`config.mk`:
```
export PLATFORM = sky130hd
export DESIGN_NAME = array_scheduler
export DESIGN_NICKNAME = d
export VERILOG_FILES = /design/src/rtl/array_scheduler.sv
export SDC_FILE = /design/constraint.sdc
export NUM_CORES = 1
export LEC_CHECK = 0
export ABC_CLOCK_PERIOD_IN_PS = 1600
export CAP_MARGIN = 20
export CORE_UTILIZATION = 35
export CTS_BUF_LIST = sky130_fd_sc_hd__clkbuf_16
export CTS_CLUSTER_DIAMETER = 50
export CTS_CLUSTER_SIZE = 16
export DETAILED_ROUTE_END_ITERATION = 6
export GPL_ROUTABILITY_DRIVEN = 0
export PLACE_DENSITY = 0.61
export SKIP_CTS_REPAIR_TIMING = 1
export SLEW_MARGIN = 10
export SYNTH_ARGS = -nofsm -noshare
export SYNTH_HDL_FRONTEND = slang
export SYNTH_SLANG_ARGS = --single-unit
```
`constraint.sdc`:
```
create_clock -name clk_i -period 1.6 [get_ports clk_i]
set_clock_uncertainty 0.05 [all_clocks]
set_input_delay 0.48 -clock clk_i [delete_from_list [all_inputs] [get_ports clk_i]]
set_output_delay 0.48 -clock clk_i [all_outputs]
set_load 0.03 [all_outputs]
```
`src/rtl/array_scheduler.sv`:
```
// array_scheduler
//   Round-robin owner of the shared N x N compute array. A granted job walks
//   LOAD (N cycles) -> COMPUTE (COMPUTE_CYCLES cycles) -> DRAIN (N cycles)
//   -> DONE (1 cycle), then the scheduler returns to IDLE.
//
// Ports
//   clk_i        clock, all state on the rising edge
//   rst_i        asynchronous active-high reset
//   req_i        per-requester job request (level, sampled only in IDLE)
//   abort_i      synchronous abort of the running job (LOAD/COMPUTE/DRAIN)
//   gnt_o        one-hot array owner, held from LOAD through DONE
//   done_o       one-cycle job-complete pulse to the owner
//   ld_sel_o     operand mux select (owner index), holds its value in IDLE
//   ld_en_o      operand load window
//   clr_o        accumulator clear, first LOAD cycle only
//   cmp_en_o     array compute enable
//   acc_valid_o  one-hot row strobe walking through DRAIN
//   busy_o       high in every state except IDLE
module array_scheduler #(
  parameter int N              = 4,
  parameter int NUM_REQ        = 4,
  parameter int COMPUTE_CYCLES = 11
) (
  input  logic                                       clk_i,
  input  logic                                       rst_i,
  input  logic [NUM_REQ-1:0]                         req_i,
  input  logic                                       abort_i,
  output logic [NUM_REQ-1:0]                         gnt_o,
  output logic [NUM_REQ-1:0]                         done_o,
  output logic [((NUM_REQ > 1) ? $clog2(NUM_REQ) : 1)-1:0] ld_sel_o,
  output logic                                       ld_en_o,
  output logic                                       clr_o,
  output logic                                       cmp_en_o,
  output logic [N-1:0]                               acc_valid_o,
  output logic                                       busy_o
);

  localparam int SW   = (NUM_REQ > 1) ? $clog2(NUM_REQ) : 1;
  localparam int MAXC = (N > COMPUTE_CYCLES) ? N : COMPUTE_CYCLES;
  localparam int CW   = (MAXC > 1) ? $clog2(MAXC) : 1;

  typedef enum logic [2:0] {
    S_IDLE,
    S_LOAD,
    S_COMPUTE,
    S_DRAIN,
    S_DONE
  } state_t;

  state_t               state_q;
  logic [CW-1:0]        cnt_q;
  logic [SW-1:0]        last_gnt_q;
  logic [NUM_REQ-1:0]   gnt_q;
  logic [NUM_REQ-1:0]   done_q;
  logic [SW-1:0]        ld_sel_q;
  logic                 ld_en_q;
  logic                 clr_q;
  logic                 cmp_en_q;
  logic [N-1:0]         acc_valid_q;
  logic                 busy_q;

  // Round-robin search: first active requester at last_gnt+1, +2, ...
  // wrapping modulo NUM_REQ; the previous owner is checked last.
  logic          win_found;
  logic [SW-1:0] win_idx;
  logic [SW-1:0] cand_idx;

  always_comb begin
    win_found = 1'b0;
    win_idx   = last_gnt_q;
    cand_idx  = last_gnt_q;
    for (int i = 1; i <= NUM_REQ; i++) begin
      cand_idx = SW'((int'(last_gnt_q) + i) % NUM_REQ);
      if (!win_found && req_i[cand_idx]) begin
        win_found = 1'b1;
        win_idx   = cand_idx;
      end
    end
  end

  logic in_job;
  assign in_job = (state_q == S_LOAD) || (state_q == S_COMPUTE) || (state_q == S_DRAIN);

  always_ff @(posedge clk_i or posedge rst_i) begin
    if (rst_i) begin
      state_q     <= S_IDLE;
      cnt_q       <= '0;
      last_gnt_q  <= SW'(NUM_REQ - 1);
      gnt_q       <= '0;
      done_q      <= '0;
      ld_sel_q    <= '0;
      ld_en_q     <= 1'b0;
      clr_q       <= 1'b0;
      cmp_en_q    <= 1'b0;
      acc_valid_q <= '0;
      busy_q      <= 1'b0;
    end else if (abort_i && in_job) begin
      // Abort beats any phase-end transition; last_gnt keeps the aborted
      // owner so it does not get an immediate second chance.
      state_q     <= S_IDLE;
      cnt_q       <= '0;
      gnt_q       <= '0;
      ld_en_q     <= 1'b0;
      clr_q       <= 1'b0;
      cmp_en_q    <= 1'b0;
      acc_valid_q <= '0;
      busy_q      <= 1'b0;
    end else begin
      case (state_q)
        S_IDLE: begin
          if (win_found) begin
            state_q    <= S_LOAD;
            cnt_q      <= '0;
            gnt_q      <= {{(NUM_REQ-1){1'b0}}, 1'b1} << win_idx;
            ld_sel_q   <= win_idx;
            last_gnt_q <= win_idx;
            ld_en_q    <= 1'b1;
            clr_q      <= 1'b1;
            busy_q     <= 1'b1;
          end
        end
        S_LOAD: begin
          clr_q <= 1'b0;
          if (cnt_q == CW'(N - 1)) begin
            state_q  <= S_COMPUTE;
            cnt_q    <= '0;
            ld_en_q  <= 1'b0;
            cmp_en_q <= 1'b1;
          end else begin
            cnt_q <= cnt_q + 1'b1;
          end
        end
        S_COMPUTE: begin
          if (cnt_q == CW'(COMPUTE_CYCLES - 1)) begin
            state_q     <= S_DRAIN;
            cnt_q       <= '0;
            cmp_en_q    <= 1'b0;
            acc_valid_q <= {{(N-1){1'b0}}, 1'b1};
          end else begin
            cnt_q <= cnt_q + 1'b1;
          end
        end
        S_DRAIN: begin
          if (cnt_q == CW'(N - 1)) begin
            state_q     <= S_DONE;
            cnt_q       <= '0;
            acc_valid_q <= '0;
            done_q      <= gnt_q;
          end else begin
            cnt_q       <= cnt_q + 1'b1;
            acc_valid_q <= acc_valid_q << 1;
          end
        end
        S_DONE: begin
          state_q <= S_IDLE;
          cnt_q   <= '0;
          gnt_q   <= '0;
          done_q  <= '0;
          busy_q  <= 1'b0;
        end
        default: begin
          state_q <= S_IDLE;
          cnt_q   <= '0;
        end
      endcase
    end
  end

  assign gnt_o       = gnt_q;
  assign done_o      = done_q;
  assign ld_sel_o    = ld_sel_q;
  assign ld_en_o     = ld_en_q;
  assign clr_o       = clr_q;
  assign cmp_en_o    = cmp_en_q;
  assign acc_valid_o = acc_valid_q;
  assign busy_o      = busy_q;

endmodule
```
# Word level (Yosys, flattened, before mapping)

Index checks and enable logic that the tools add are counted.

Bits in registers: 27
Latch bits: 0
RAM bits: 0
Bits in read-only memories: 0
Bits of input ports: 7
Output and inout bits: 18
Word-level logic and storage cells: 105
Memories: 0

$add $sub $neg: 5
Multipliers: 0
Divide/modulo/power cells: 0
$lt $le $gt $ge: 4
Eq/ne operators: 11
Shift-type cells: 1
Muxes and demuxes: 48
Bitwise operators: 1
Reductions and logical operators: 24

Operators by type and width:

| kind                                                       | count |
|---|---|
| two-way mux 4 bit                                          | 10 |
| one-hot mux 4 bit (2 select lines)                         | 3 |
| two-way mux 1 bit                                          | 16 |
| two-way mux 3 bit                                          | 5 |
| less-than comparator 2 x 3 -> 1 bit, second input constant | 4 |
| one-hot mux 3 bit (4 select lines)                         | 1 |
| one-hot mux 4 bit (3 select lines)                         | 1 |
| AND reduction 3 bit                                        | 4 |
| nonzero test 3 bit                                         | 4 |
| != test 3 x 1 -> 1 bit, second input constant              | 3 |
| binary-select mux 1 bit (select 2 bit)                     | 4 |
| two-way mux 2 bit                                          | 4 |
| one-hot mux 1 bit (2 select lines)                         | 4 |
| equality test 3 x 2 -> 1 bit, second input constant        | 2 |
| AND reduction 2 bit                                        | 3 |
| adder 2 x 1 -> 2 bit, second input constant                | 2 |
| adder 2 bit, second input constant                         | 2 |
| adder 4 x 1 -> 4 bit, second input constant                | 1 |
| equality test 4 x 2 -> 1 bit, second input constant        | 1 |
| equality test 4 bit, second input constant                 | 1 |
| logical AND 1 bit                                          | 4 |
| AND reduction 4 bit                                        | 1 |
| left shift 1 x 2 -> 4 bit, first input constant            | 1 |
| equality test 3 x 1 -> 1 bit, second input constant        | 1 |
| other kinds (9)                                            | 12 |

# Logic depth before layout (Yosys ltp)

Word-level depth: 17
Gate-level depth with buffers: 6
Depth with buffers taken out: 6

# Least setup slack after synthesis

OpenSTA, ideal clock, no wires.

Path kind: input to register
Start: in abort_i
End: reg done_q[0], in the netlist done_o[0]
Library setup time: 0.128 ns
Arrival: 1.382 ns
Required time: 1.422 ns
Path slack: 0.040 ns
Cell stages on the path: 5
Buffers on the path: 1
Cell sequence: clkbuf_1 -> nor2_1 -> nand4_1 -> nand3_1 -> o21ai_1

Longest elaborated chain between the ends: 3

RTL lines:

| item                                 | RTL line | text |
|---|---|---|
| start: declaration                   | 27       | `input logic abort_i,` |
| logical AND 1 bit                    | 97       | `end else if (abort_i && in_job) begin` |
| inverter 1 bit (no source line)      | n/a      |  |
| AND reduction 3 bit (no source line) | n/a      |  |
| end signal: assignment               | 148      | `done_q <= gnt_q;` |
| end: declaration                     | 54       | `logic [NUM_REQ-1:0] done_q;` |

No other way between the ends.
A chain may end at the register's enable or synchronous reset.

# Worst setup path after layout

Start: reg last_gnt_q[0]
End: reg gnt_q[1], in the netlist gnt_o[1]

Longest elaborated chain between the ends: 17
Elaborated cells on any way between the ends: 32
Those cells by class: 4 x add/sub; 1 x eq/ne; 1 x shift; 19 x mux; 7 x reduce/logical

RTL lines:

| item                                    | RTL line | text |
|---|---|---|
| start: declaration                      | 52       | `logic [SW-1:0] last_gnt_q;` |
| start signal: assignment                | 88       | `last_gnt_q <= SW'(NUM_REQ - 1);` |
| start signal: assignment                | 116      | `last_gnt_q <= win_idx;` |
| adder 2 x 1 -> 2 bit                    | 73       | `cand_idx = SW'((int'(last_gnt_q) + i) % NUM_REQ);` |
| binary-select mux 1 bit (select 2 bit)  | 74       | `if (!win_found && req_i[cand_idx]) begin` |
| two-way mux 1 bit (not written as such) | 74       |  |
| two-way mux 1 bit                       | 74       |  |
| logical NOT 1 bit                       | 74       |  |
| logical AND 1 bit                       | 74       |  |
| two-way mux 1 bit                       | 74       |  |
| logical NOT 1 bit                       | 74       |  |
| logical AND 1 bit                       | 74       |  |
| two-way mux 1 bit                       | 74       |  |
| logical NOT 1 bit                       | 74       |  |
| logical AND 1 bit                       | 74       |  |
| two-way mux 2 bit                       | 74       |  |
| left shift 1 x 2 -> 4 bit               | 114      | `gnt_q <= {{(NUM_REQ-1){1'b0}}, 1'b1} << win_idx;` |
| two-way mux 4 bit                       | 111      | `if (win_found) begin` |
| one-hot mux 4 bit (2 select lines)      | 109      | `case (state_q)` |
| two-way mux 4 bit                       | 97       |  |
| end signal: assignment                  | 114      |  |
| end: declaration                        | 53       | `logic [NUM_REQ-1:0] gnt_q;` |

Several ways; a longest one is shown, not always the timed one. The select of a mux whose other input is x is not followed.

==> results.sh <==
export IMPL_tightest_slew_ns=0.354
export IMPL_required_ns=1.71
export IMPL_clock_root_buffer="clkbuf_16"
export IMPL_outcome="finished clean"
export IMPL_drive_gt1_share_pct=31.9
export IMPL_vdd_ir_drop_max_mv=1.01
export IMPL_p_leak_nw=1.10
export IMPL_clock_latency_ns=0.26
export IMPL_cp_arrival_ns=1.66
export IMPL_multi_input_area_um2=642
export IMPL_startpoint="last_gnt_q[0]"
export IMPL_setup_violations=0
export IMPL_post_drt_wl_per_cell_um=13.0
export IMPL_clock_path_buffers=2
export IMPL_crit_reg2reg_launch="last_gnt_q[0]"
export IMPL_core_area_um2=3690
export IMPL_cts_sinks=27
export IMPL_clk_pin_slew_worst_paths_ns=0.07
export IMPL_dr_pass1_iters=4
export IMPL_min_period_ns=1.55
export IMPL_worstPathMaxFanout=5
export IMPL_vias_per_cell=5.02
export IMPL_fin_tns_setup_ns=0
export IMPL_final_nets=192
export IMPL_die_h_um=64.2
export IMPL_synth_edff_count=0
export IMPL_whs_endpoint="acc_valid_o[3]"
export IMPL_drt_iter0_markers=47
export IMPL_finalHoldViolCount=0
export IMPL_drv_slew=0
export IMPL_cts_tree="done"
export IMPL_ctsHtreeMaxLevel=1
export IMPL_syn_to_final_growth_pct=46.0
export IMPL_power_density_nw_per_um2=1500
export IMPL_hpwl_mm=2.24
export IMPL_gr_total_overflow=0
export IMPL_path_buf_inv=0
export IMPL_cp_slowest_cell="dfstp_2"
export IMPL_ys_async_sr_fraction_pct=100
export IMPL_io_buffers=24
export IMPL_fin_crit_sh_pct=97.1
export IMPL_hold_class="flip-flop to flip-flop"
export IMPL_r2r_end="gnt_o[1]"
export IMPL_register_area_um2=681
export IMPL_die_area_um2=4120
export IMPL_synth_top_flop_cell="dfrtp_1"
export IMPL_max_freq_mhz=644
export IMPL_slowest_delay_ns=0.57
export IMPL_post_route_drc_count=0
export IMPL_synthCells=131
export IMPL_end_kind="flip-flop"
export IMPL_drv_cap=0
export IMPL_grt_pass1_wl_mm=4.94
export IMPL_nFillCells=342
export IMPL_syn_area_per_cell_um2=10.3
export IMPL_postRouteAntennaNets=0
export IMPL_n_antenna_cell=0
export IMPL_r2r_cells=4
export IMPL_cp_cell_sequence="nand2b_4, o21ai_1, a221o_1, a32o_2"
export IMPL_syn_num_nets=140
export IMPL_fin_ws_ns=0.0467
export IMPL_rows=22
export IMPL_initial_core_util_pct=36.7
export IMPL_grt_pass1_vias=1092
export IMPL_critPathTopFamily="compound AO/OA/AOI/OAI gates"
export IMPL_ys_seq_elements=27
export IMPL_antenna_found_initial=0
export IMPL_min_delay_start="acc_valid_o[3]"
export IMPL_grt_start_max_net_pins=28
export IMPL_ios=25
export IMPL_rrSetupSlack_ns=0.05
export IMPL_grt_usage_pct=15.6
export IMPL_start_kind="flip-flop"
export IMPL_hold_path_depth=1
export IMPL_yosysUniqueCellTypes=43
export IMPL_syn_cell_area_um2=1350
export IMPL_yosysWarningCount=0
export IMPL_holdWs_ns=0.445
export IMPL_rsz0062_at_grt="false"
export IMPL_numCtsBuffers=3
export IMPL_yosysSeqAreaShare_pct=50.1
export IMPL_fp_dieW_um=64.2
export IMPL_relSlewSlack_pct=76.2
export IMPL_vias=1155
export IMPL_path_class="flip-flop to flip-flop"
export IMPL_post_place_ws_ns=-0.493
export IMPL_routed_wl_mm=2.99
sequential cells by signal, indices dropped and copies added, names as in the netlist:
register,cells
acc_valid_o,4
cnt_q,4
done_o,4
gnt_o,4
state_q,3
last_gnt_q,2
ld_sel_o,2
busy_o,1
clr_o,1
cmp_en_o,1
ld_en_o,1
routing by layer:
layer	part of all wire, %	vias to the layer above	GRT usage [%]
met5	0	-	0
met4	0.27	0	5.83
met3	2.9	2	1.61
met2	46	19	24.3
met1	51	552	22.3
li1	-	582	-
power breakdown:
part | internal (W) | total [W] | switching (W) | leakage [nW]
combinational | 0.000640 | 0.00134 | 0.000702 | 0.708
sequential | 0.000875 | 0.00104 | 0.000163 | 0.350
clock | 0.000340 | 0.000579 | 0.000239 | 0.0371
through the flow:
step	instances	utilization, %	power [W]	area, um^2
2_1_floorplan	131	-	0.00178	1350
3_3_place_gp	226	49.6	0.00234	1830
3_5_place_dp	226	49.6	0.00236	1830
4_1_cts	230	51.8	0.00296	1910
5_1_grt	230	53.5	0.00314	1970
6_report	230	53.5	0.00296	1970
worst register-to-register path, delay by kind of cell (launching register included):
family,cells,cell delay (ns)
compound gates,3,0.70
flops,1,0.57
simple gates,1,0.13
worst max-delay path by stage:
stage | depth (start not counted) | to | slack (ns)
4_1_cts | 5 | gnt_o[0] | -0.23
5_1_grt | 6 | acc_valid_o[1] | 0.003
3_3_place_gp | 5 | gnt_o[3] | -0.46
6_report | 4 | gnt_o[1] | 0.05
3_5_place_dp | 5 | gnt_o[3] | -0.49
2_1_floorplan | 5 | done_o[0] | 0.04
cells by family (layout without fill, tap and decap cells):
| group | count (synthesis) | count (layout) | synth area share (%) |
|---|---|---|---|
| compound gates | 44 | 44 | 24.0 |
| simple gates | 41 | 41 | 18.4 |
| flops | 27 | 27 | 50.1 |
| buf+inv | 15 | 66 | 4.35 |
| fa+ha+maj | 2 | 2 | 1.85 |
| xor+xnor | 2 | 2 | 1.30 |
cell usage in the layout (no fill, tap or decap), types with 2 or more instances in the layout:
master / synthesis / routed
a22o_1: 5 / 5
a21o_1: 3 / 3
nor4_4: 2 / 2
o21ai_0: 3 / 2
a32o_2: 2 / 2
dlymetal6s2s_1: 0 / 14
nor2_1: 11 / 10
nand3_1: 7 / 7
ha_1: 2 / 2
inv_1: 10 / 10
nor3_1: 2 / 2
nor2_2: 1 / 2
dfstp_2: 2 / 2
dfrtp_1: 25 / 23
nor2b_1: 2 / 2
a21oi_1: 7 / 7
o21bai_1: 2 / 2
clkbuf_16: 0 / 3
nand2b_1: 4 / 3
dfrtp_2: 0 / 2
o21ai_1: 6 / 7
nand2_1: 6 / 5
o31ai_1: 3 / 3
buf_4: 0 / 35
cell usage after synthesis (2+ instances only):
cell type | number | share of area (%)
dfrtp_1 | 25 | 46
nor2_1 | 11 | 3.1
inv_1 | 10 | 2.8
a21oi_1 | 7 | 2.6
nand3_1 | 7 | 2.6
nand2_1 | 6 | 1.7
o21ai_1 | 6 | 2.2
a22o_1 | 5 | 3.2
nand2b_1 | 4 | 1.8
a21o_1 | 3 | 1.7
o21ai_0 | 3 | 1.1
o31ai_1 | 3 | 1.7
a32o_2 | 2 | 1.7
buf_2 | 2 | 0.74
clkbuf_1 | 2 | 0.56
dfstp_2 | 2 | 3.9
ha_1 | 2 | 1.8
nor2b_1 | 2 | 0.92
nor3_1 | 2 | 0.74
nor4_4 | 2 | 3.1
o21bai_1 | 2 | 1.1
o22ai_1 | 2 | 0.92
final cells by class:
type | instances | area share [%]
multi-input combinational | 89 | 32.5
sequential | 27 | 34.5
timing repair buffer | 51 | 23.7
clock inverter | 1 | 0.380
tap | 48 | 3.04
clock buffer | 3 | 3.80
inverter | 11 | 2.09
No activity file was read; power rests on OpenSTA's default activity.
